**src/rtl/phase_scheduler.sv**
```systemverilog
// Sequenced traffic-phase scheduler: grants one direction at a time through
// green, yellow and all-red clearance, with min/max green and starvation control.
module phase_scheduler #(
  parameter int unsigned MIN_GREEN    = 4,
  parameter int unsigned MAX_GREEN    = 16,
  parameter int unsigned YELLOW_TIME  = 3,
  parameter int unsigned ALL_RED_TIME = 1,
  parameter int unsigned STARVE_LIMIT = 32
) (
  input  logic        clk,
  input  logic        rst_n,
  input  logic [63:0] lane_counts,
  output logic [7:0]  green_lights,
  output logic [7:0]  yellow_lights,
  output logic [1:0]  phase_dir,
  output logic [1:0]  phase_state,
  output logic        phase_done
);

  localparam int unsigned TMaxGy = (MAX_GREEN > YELLOW_TIME) ? MAX_GREEN : YELLOW_TIME;
  localparam int unsigned TMax   = (TMaxGy > ALL_RED_TIME) ? TMaxGy : ALL_RED_TIME;
  localparam int unsigned TW     = $clog2(TMax + 1);
  localparam int unsigned SW     = $clog2(STARVE_LIMIT + 1);

  typedef enum logic [1:0] {
    StRedClear = 2'd0,
    StGreen    = 2'd1,
    StYellow   = 2'd2
  } state_e;

  state_e          r_state, w_state_d;
  logic [TW-1:0]   r_timer, w_timer_d;
  logic [1:0]      r_dir, w_dir_d;
  logic [SW-1:0]   r_starve [4];
  logic [SW-1:0]   w_starve_d [4];
  logic [7:0]      r_green, r_yellow;
  logic            r_done;

  logic [8:0]      w_sum [4];
  logic [8:0]      w_best;
  logic [3:0]      w_demand, w_starved;
  logic [1:0]      w_sel;
  logic            w_grant;
  logic            w_other_demand, w_other_bigger, w_other_starved, w_preempt;
  logic [31:0]     w_t1;

  always_comb begin
    for (int d = 0; d < 4; d++) begin
      w_sum[d]     = {1'b0, lane_counts[16*d +: 8]} + {1'b0, lane_counts[16*d+8 +: 8]};
      w_demand[d]  = |w_sum[d];
      w_starved[d] = (r_starve[d] == SW'(STARVE_LIMIT));
    end
  end

  // Largest sum with ties to the lowest index, overridden by the lowest starved direction.
  always_comb begin
    w_best = w_sum[0];
    w_sel  = 2'd0;
    for (int d = 1; d < 4; d++) begin
      if (w_sum[d] > w_best) begin
        w_best = w_sum[d];
        w_sel  = 2'(d);
      end
    end
    for (int d = 3; d >= 0; d--) begin
      if (w_starved[d] && w_demand[d]) w_sel = 2'(d);
    end
  end

  always_comb begin
    w_other_demand  = 1'b0;
    w_other_bigger  = 1'b0;
    w_other_starved = 1'b0;
    for (int d = 0; d < 4; d++) begin
      if (2'(d) != r_dir) begin
        if (w_demand[d]) w_other_demand = 1'b1;
        if (w_sum[d] > w_sum[r_dir]) w_other_bigger = 1'b1;
        if (w_starved[d]) w_other_starved = 1'b1;
      end
    end
    w_preempt = !w_demand[r_dir] || w_other_bigger || w_other_starved;
    w_t1      = 32'(r_timer) + 32'd1;
  end

  always_comb begin
    w_state_d = r_state;
    w_timer_d = r_timer;
    w_dir_d   = r_dir;
    w_grant   = 1'b0;
    unique case (r_state)
      StRedClear: begin
        if (w_t1 >= ALL_RED_TIME && |w_demand) begin
          w_state_d = StGreen;
          w_timer_d = '0;
          w_dir_d   = w_sel;
          w_grant   = 1'b1;
        end else if (r_timer != TW'(TMax)) begin
          w_timer_d = r_timer + 1'b1;
        end
      end
      StGreen: begin
        if ((w_t1 >= MIN_GREEN && w_preempt) || (w_t1 == MAX_GREEN && w_other_demand)) begin
          w_state_d = StYellow;
          w_timer_d = '0;
        end else if (w_t1 == MAX_GREEN) begin
          w_timer_d = '0;
        end else begin
          w_timer_d = r_timer + 1'b1;
        end
      end
      StYellow: begin
        if (w_t1 == YELLOW_TIME) begin
          w_state_d = StRedClear;
          w_timer_d = '0;
        end else begin
          w_timer_d = r_timer + 1'b1;
        end
      end
      default: begin
        w_state_d = StRedClear;
        w_timer_d = '0;
      end
    endcase
  end

  always_comb begin
    for (int d = 0; d < 4; d++) begin
      w_starve_d[d] = r_starve[d];
      if (!w_demand[d]) begin
        w_starve_d[d] = '0;
      end else if (w_grant && w_sel == 2'(d)) begin
        w_starve_d[d] = '0;
      end else if (!(r_state == StGreen && r_dir == 2'(d)) && !w_starved[d]) begin
        w_starve_d[d] = r_starve[d] + 1'b1;
      end
    end
  end

  always_ff @(posedge clk or negedge rst_n) begin
    if (!rst_n) begin
      r_state  <= StRedClear;
      r_timer  <= '0;
      r_dir    <= 2'd0;
      r_green  <= 8'h00;
      r_yellow <= 8'h00;
      r_done   <= 1'b0;
      for (int d = 0; d < 4; d++) r_starve[d] <= '0;
    end else begin
      r_state  <= w_state_d;
      r_timer  <= w_timer_d;
      r_dir    <= w_dir_d;
      // Light outputs are derived from the next state so they register alongside it.
      r_green  <= (w_state_d == StGreen) ? (8'h03 << {w_dir_d, 1'b0}) : 8'h00;
      r_yellow <= (w_state_d == StYellow) ? (8'h03 << {w_dir_d, 1'b0}) : 8'h00;
      r_done   <= (w_state_d == StYellow) && (32'(w_timer_d) == YELLOW_TIME - 1);
      for (int d = 0; d < 4; d++) r_starve[d] <= w_starve_d[d];
    end
  end

  assign green_lights  = r_green;
  assign yellow_lights = r_yellow;
  assign phase_dir     = r_dir;
  assign phase_state   = r_state;
  assign phase_done    = r_done;

endmodule

```
**config.mk**
```make
export PLATFORM = sky130hd
export DESIGN_NAME = phase_scheduler
export DESIGN_NICKNAME = d
export VERILOG_FILES = /design/src/rtl/phase_scheduler.sv
export SDC_FILE = /design/constraint.sdc
export NUM_CORES = 1
export LEC_CHECK = 0
export CAP_MARGIN = 25
export CORE_AREA = 2 2 119 121
export DETAILED_ROUTE_END_ITERATION = 16
export DIE_AREA = 0 0 121 123
export PLACE_DENSITY = 0.77
export SYNTH_ARGS = -nofsm -noshare
export SYNTH_HDL_FRONTEND = slang
export SYNTH_SLANG_ARGS = --single-unit
```
**constraint.sdc**
```tcl
create_clock -name clk -period 4.3 [get_ports clk]
set_input_delay 1.075 -clock clk [delete_from_list [all_inputs] [get_ports clk]]
set_output_delay 1.075 -clock clk [all_outputs]
set_load 0.005 [all_outputs]
```
==> flow_summary_export.csv, run 1 <==
group,metric,value,unit
cells_and_area,num-nets-final,1186,
clocking,numCtsBuffers,5,
cells_and_area,area.growth.synth_to_final,67.5,%
pwr,leakagePower,4.60,nW
timing,tightestPinTransition,1.13,ns
pwr,p_int,3.31,mW
clocking,clk_pin_slew_worst_paths,0.06,ns
synthesis,synth-simple-area-share,0.194,
synthesis,synth_edf_count,0,
synthesis,synth_xor_area_frac,0.0633,
routing,drt_iter0_drc,666,
clocking,cts_root_buffer,"clkbuf_16",
pwr,fin_total_pwr,6.20,mW
floorplan,core,13600,µm²
global_routing,grt_pass1_vias,6795,
pwr,power_density,622,nW/µm²
cells_and_area,multi_input_area,5700,µm²
critical_path,slowest_delay,0.37,ns
placed_design,gp_congestion,0.905,
global_routing,grt_max_degree,43,
pwr,power_frac_comb,0.811,
placed_design,io_buffers,86,
critical_path,cp_max_fo,6,
timing,slew_headroom,0.237,
critical_path,critPathLaunchType,"input port",
synthesis,synth-compound-area-share,0.241,
timing,finalSetupTns,-119.25,ns
synthesis,yosys_warnings,0,
global_routing,grt_pass1_wl,31.6,mm
pwr,switchingPower,2.89,mW
synthesis,synth_flop_cell,"dfrtp_1",
synthesis,synth_top_area_share,0.216,
cells_and_area,final_area,9970,µm²
cells_and_area,layout-drive-gt1-share,0.424,
routing,drcViolationCount,0,
pwr,seqPwrFrac,0.121,
clocking,clock_tree.buffer_depth,2,
clocking,insertion_delay,0.28,ns
cells_and_area,nFillCells,838,
synthesis,synthAdderAreaFrac,0.232,
cells_and_area,n_antenna_cell,0,
synthesis,syn_avg_cell_area,8.38,µm²
clocking,cts.sinks,42,
cells_and_area,seqCellArea,1050,µm²
synthesis,synthArstFlopShare,1.00,
routing,dr_total_vias,7116,
flow_run,max_cap_violations,0,
routing,drt_pass1_iterations,6,
routing,avgViaCountPerCell,5.96,
clocking,htree_levels,2,
pwr,clock_power_share,0.068,
critical_path,crit_type,"input port to register",
status,run_status,"finished, violations left",
routing,drt_wl_total,22.5,mm
timing,setup_violations,42,
synthesis,synth_largest_area_cell,"ha_1",
hold_path,hold_class,"register to register",
timing,timing.final.max_slew_violations,0,
pwr,max-vdd-ir-drop,0.354,mV
synthesis,syn_area,5950,µm²
clocking,cts_tree,"yes",
pwr,sw_frac_of_total,0.466,
synthesis,synth_top_family_by_area,"compound AO/OA/AOI/OAI gates",
global_routing,antenna_found_initial,0,
synthesis,synth_nets,883,
synthesis,muxShareOfSynthArea,0.0443,
synthesis,synthCells,710,
critical_path,critPathRequiredTime,4.46,ns
floorplan,die_x,121,µm
timing,max_freq,128,MHz
floorplan,start_util,0.437,
placed_design,place_hpwl,14.5,mm
timing,clock_skew,0.00461,ns
timing,fin_ws,-3.48,ns
routing,wl_per_cell,18.8,µm
synthesis,synth_cell_types,80,
global_routing,grt_overflow,0,
status,failed_checks,"setup timing",
synthesis,synthTopCellsByArea,"ha_1 (22%), dfrtp_1 (18%), nor2_1 (4.7%)",
critical_path,end_kind,"register",
floorplan,rows,43,
timing,post-route-period-util,1.81,
synthesis,ys_ff_latch,42,
critical_path,cpMaxStageDelayCell,"fa_2",
global_routing,gr-usage-all-layers,0.259,
synthesis,ys_seq_area_frac,0.177,
timing,period_minus_slack,7.78,ns
timing,rsz0062_at_grt,"yes",
floorplan,ioPinCount,87,
routing,ant_nets,0,
placed_design,post_dp_cell_area,8550,µm²
floorplan,chipHeight,123,µm
timing,hold_viol,0,
floorplan,dieArea,14900,µm²
critical_path,cp.arrival,7.94,ns
==> metrics by stage <==
stage          setup slack [ns]  cells   util  hold slack [ns]
6_report                  -3.48   1194  0.732            0.559
4_1_cts                   -3.18   1178  0.676            0.558
5_1_grt                   -3.65   1194  0.732            0.591
2_1_floorplan             -3.03    710      -            0.512
3_3_place_gp              -3.65   1145  0.628            0.536
3_5_place_dp              -4.01   1145  0.628            0.543
==> repair_timing <==
action,CTS,global route
resized for setup,117,130
hold buffers,0,0
buffers inserted,26,20
endpoints found under the hold margin,0,0
pin swaps,73,96
endpoints found under the setup margin,42,42
==> path summary, 6_finish.rpt <==
| path | startpoint | endpoint | slack, ns | depth (start not counted) |
|---|---|---|---|---|
| min in group asynchronous | rst_n | r_starve[20] | 0.93 | 1 |
| max in group asynchronous | rst_n | r_starve[9] | 2.79 | 1 |
| worst min register to register | r_starve[11] | r_starve[11] | 0.56 | 2 |
| worst max-delay path | lane_counts[24] | r_starve[14] | -3.48 | 41 |
| worst max register to register | phase_dir[1] | phase_done | 0.37 | 16 |
| worst min-delay path | r_starve[11] | r_starve[11] | 0.56 | 2 |
==> routing by layer <==
metal | GRT usage | up-vias | wire length [µm]
met5 | 0 | - | 0
met4 | 0.0676 | 0 | 921
met3 | 0.0351 | 104 | 1610
met2 | 0.469 | 388 | 11100
met1 | 0.324 | 3383 | 8820
li1 | - | 3241 | -
==> layout make-up <==
cell class	instances	area share
timing repair buffer	315	0.264
clock buffer	5	0.0126
multi-input combinational	598	0.572
tap	180	0.0226
clock inverter	3	0.00402
sequential	42	0.105
inverter	51	0.0197
==> logic make-up (layout without fill, tap and decap cells) <==
family | after synthesis | count (layout)
AO/OA/AOI/OAI | 197 | 197
multiplexers | 17 | 17
flip-flops | 42 | 42
buffers and inverters | 70 | 374
adder cells (fa/ha/maj) | 108 | 108
AND/OR/NAND/NOR | 233 | 233
XOR/XNOR | 43 | 43
==> registers in the layout, summed over array words and instances (netlist names) <==
register       cells
r_timer            5
phase_state        2
phase_dir          2
phase_done         1
green_lights       4
r_starve          24
yellow_lights      4
==> worst max-delay path: cells and delay by family <==
family          cells  cell delay (ns)
fa+ha+maj           6             1.55
simple gates        9             1.17
xor+xnor            1             0.15
mux                 1             0.31
buf+inv             5             0.49
compound gates     19             3.16
==> power groups by stage <==
stage          Clock [mW]  Combinational (mW)  Sequential, mW
6_report            0.423                5.03           0.748
5_1_grt             0.445                5.37           0.769
4_1_cts             0.424                4.12           0.740
3_5_place_dp            0                3.73           0.743
3_3_place_gp            0                3.62           0.732
2_1_floorplan           0                2.36           0.687
==> layout by cell type (no fill, tap or decap), types with 5 or more instances in the layout <==
master	n
buf_4	215
nor2_1	67
ha_1	66
clkdlybuf4s50_1	47
nand2_1	44
dfrtp_1	42
inv_1	37
ha_4	36
a21oi_1	30
xor2_1	20
nand4_1	19
nand3_1	19
buf_6	19
dlymetal6s2s_1	18
xnor2_1	16
a21oi_2	14
o21a_1	13
o21ai_2	13
nor3_1	13
o21ai_0	13
inv_2	10
a21o_1	10
o211ai_1	9
o21ai_1	8
nand2b_1	8
a211oi_2	7
nor2_2	7
nor2b_1	7
mux4_2	7
xnor2_2	6
nor3_2	6
clkbuf_2	6
a211oi_4	5
a2111oi_4	5
mux2i_1	5
clkbuf_16	5
dlygate4sd2_1	5
==> cell usage after synthesis (4+ instances only) <==
master / n
a211oi_1: 11
a211oi_2: 4
a21boi_0: 4
a21o_1: 10
a21oi_1: 46
a31o_2: 4
a31oi_1: 6
and2_1: 4
buf_4: 8
clkbuf_1: 10
dfrtp_1: 42
fa_1: 4
ha_1: 103
inv_1: 47
mux2_2: 5
mux2i_1: 5
mux4_2: 7
nand2_1: 48
nand2b_1: 8
nand3_1: 22
nand4_1: 19
nor2_1: 74
nor2b_1: 8
nor3_1: 20
nor4_1: 4
o211a_1: 4
o211ai_1: 9
o21a_1: 13
o21ai_0: 27
o21ai_1: 8
o21bai_1: 6
o22ai_1: 5
or3_1: 4
xnor2_1: 22
xor2_1: 21
Power figures use the tool's default switching activity.
==> run 2: changes to the inputs <==
--- a/config.mk
+++ b/config.mk
@@ -6,10 +6,12 @@
 export NUM_CORES = 1
 export LEC_CHECK = 0
 export CAP_MARGIN = 25
-export CORE_AREA = 2 2 119 121
+export CORE_AREA = 2 2 97 146
 export DETAILED_ROUTE_END_ITERATION = 16
-export DIE_AREA = 0 0 121 123
-export PLACE_DENSITY = 0.77
+export DIE_AREA = 0 0 99 148
+export GPL_ROUTABILITY_DRIVEN = 0
+export PLACE_DENSITY = 0.78
+export SKIP_LAST_GASP = 1
 export SYNTH_ARGS = -nofsm -noshare
 export SYNTH_HDL_FRONTEND = slang
 export SYNTH_SLANG_ARGS = --single-unit
==> flow_summary_export.csv, run 2 (synthesis results as in run 1) <==
group,metric,value,unit
floorplan,dieArea,14700,µm²
pwr,leakagePower,4.15,nW
routing,drt_iter0_drc,239,
critical_path,end_kind,"register",
clocking,numCtsBuffers,5,
critical_path,critPathLaunchType,"input port",
timing,period_minus_slack,7.66,ns
timing,setup_violations,42,
status,failed_checks,"setup timing",
cells_and_area,layout-drive-gt1-share,0.299,
timing,timing.final.max_slew_violations,0,
critical_path,path_common_cell,"o21a_1",
clocking,cts_tree,"yes",
global_routing,antenna_found_initial,0,
pwr,seqPwrFrac,0.140,
routing,avgViaCountPerCell,5.76,
timing,slew_headroom,0.404,
timing,holdWs,0.553,ns
critical_path,r2r_cells,15,
timing,hold_viol,0,
timing,clock_skew,0.00290,ns
cells_and_area,final_common_cell,"buf_4",
hold_path,whs_path_depth,2,
timing,max_freq,131,MHz
pwr,sw_frac_of_total,0.458,
global_routing,grt_pass1_vias,6758,
timing,finalSetupTns,-121.71,ns
timing,post-route-period-util,1.78,
pwr,power_density,585,nW/µm²
floorplan,die_x,99,µm
routing,dr_total_vias,6617,
clocking,clk_pin_slew_worst_paths,0.05,ns
cells_and_area,fin_util,0.669,
global_routing,grt_pass1_wl,30.1,mm
global_routing,grt_max_degree,43,
routing,drcViolationCount,0,
critical_path,cp.arrival,7.82,ns
clocking,hold_buffers,0,
cells_and_area,most-common-layout-cells,"buf_4 (198), ha_1 (93), clkdlybuf4s50_1 (80)",
global_routing,gr-usage-all-layers,0.248,
routing,drt_wl_total,18.6,mm
global_routing,grt_overflow,0,
placed_design,place_hpwl,15.0,mm
flow_run,max_cap_violations,0,
routing,drt_pass1_iterations,5,
pwr,p_int,2.83,mW
pwr,max-vdd-ir-drop,0.637,mV
timing,rsz0062_at_grt,"yes",
floorplan,core,13300,µm²
clocking,clock_tree.buffer_depth,2,
pwr,clock_power_share,0.067,
timing,fin_ws,-3.36,ns
pwr,fin_total_pwr,5.22,mW
floorplan,ioPinCount,87,
critical_path,cp_max_fo,6,
critical_path,crit_family,"compound AO/OA/AOI/OAI gates",
cells_and_area,n_antenna_cell,0,
clocking,htree_levels,2,
cells_and_area,largest_reg_flops,24,
routing,ant_nets,0,
hold_path,hold_class,"register to register",
placed_design,io_buffers,86,
pwr,power_frac_comb,0.792,
clocking,cts_root_buffer,"clkbuf_16",
floorplan,rows,52,
clocking,insertion_delay,0.28,ns
placed_design,pre_cts_slack,-3.93,ns
routing,wl_per_cell,16.2,µm
clocking,cts.sinks,42,
cells_and_area,regMostFlops,"r_starve",
cells_and_area,area.growth.synth_to_final,49.9,%
critical_path,crit_type,"input port to register",
critical_path,slowest_delay,0.48,ns
cells_and_area,num-nets-final,1159,
cells_and_area,nFillCells,1031,
critical_path,cpMaxStageDelayCell,"clkdlybuf4s50_1",
critical_path,critical_path_depth,41,
critical_path,critPathRequiredTime,4.45,ns
floorplan,start_util,0.446,
pwr,switchingPower,2.39,mW
status,run_status,"finished, violations left",
critical_path,cp.buffers_inverters,6,
timing,tightestPinTransition,0.894,ns
cells_and_area,reg_top3,"r_starve: 24 flops, r_timer: 5 flops",
floorplan,chipHeight,148,µm
## run 2: power by group through the flow
stage,registers [mW],logic [mW],clock network [mW]
after global placement,0.724,3.66,0
after CTS,0.728,3.95,0.354
after global routing,0.755,4.52,0.371
after detailed placement,0.729,3.79,0
after floorplan,0.687,2.36,0
final,0.733,4.14,0.350
## run 2: tightest hold or removal path, stage by stage, from the launching register on
cell and delay [ns]:
dfrtp_1 0.35, xor2_1 0.07, nor2_1 0.09
## run 2: layout make-up
| class | instances | area [µm²] | area share |
|---|---|---|---|
| well taps | 162 | 203 | 0.0227 |
| repair buffers | 288 | 2380 | 0.267 |
| clock buffers | 7 | 133 | 0.0149 |
| inverters | 51 | 191 | 0.0215 |
| flip-flops and latches | 42 | 1050 | 0.118 |
| multi-input cells | 598 | 4960 | 0.556 |
## run 2: routing by layer
| metal | wire (µm) | up-vias | global-route usage |
|---|---|---|---|
| met5 | 0 | - | 0 |
| met4 | 1080 | 0 | 0.151 |
| met3 | 752 | 75 | 0.0222 |
| met2 | 9800 | 216 | 0.468 |
| met1 | 6990 | 3130 | 0.261 |
| li1 | - | 3196 | - |
## run 2: worst paths after layout
path                                  from           end  slack, ns
min reg2reg                   r_starve[23]  r_starve[23]       0.55
max in group asynchronous            rst_n    phase_done       2.82
min in group asynchronous            rst_n  r_starve[23]       0.91
max                        lane_counts[25]  r_starve[12]      -3.36
min                           r_starve[23]  r_starve[23]       0.55
max reg2reg                   phase_dir[1]    phase_done       0.43
## run 2: through the flow
step                instance area [µm²]  cells
floorplan                          6160    710
detailed placement                 8530   1128
CTS                                8810   1142
finish                             8920   1148
global route                       8920   1148
global placement                   8530   1128
## run 2: timing repair
item	CTS	global route
buffers inserted	15	6
pin swaps	28	9
gates resized for setup	25	13
setup endpoints to repair	42	42
gates cloned	0	0
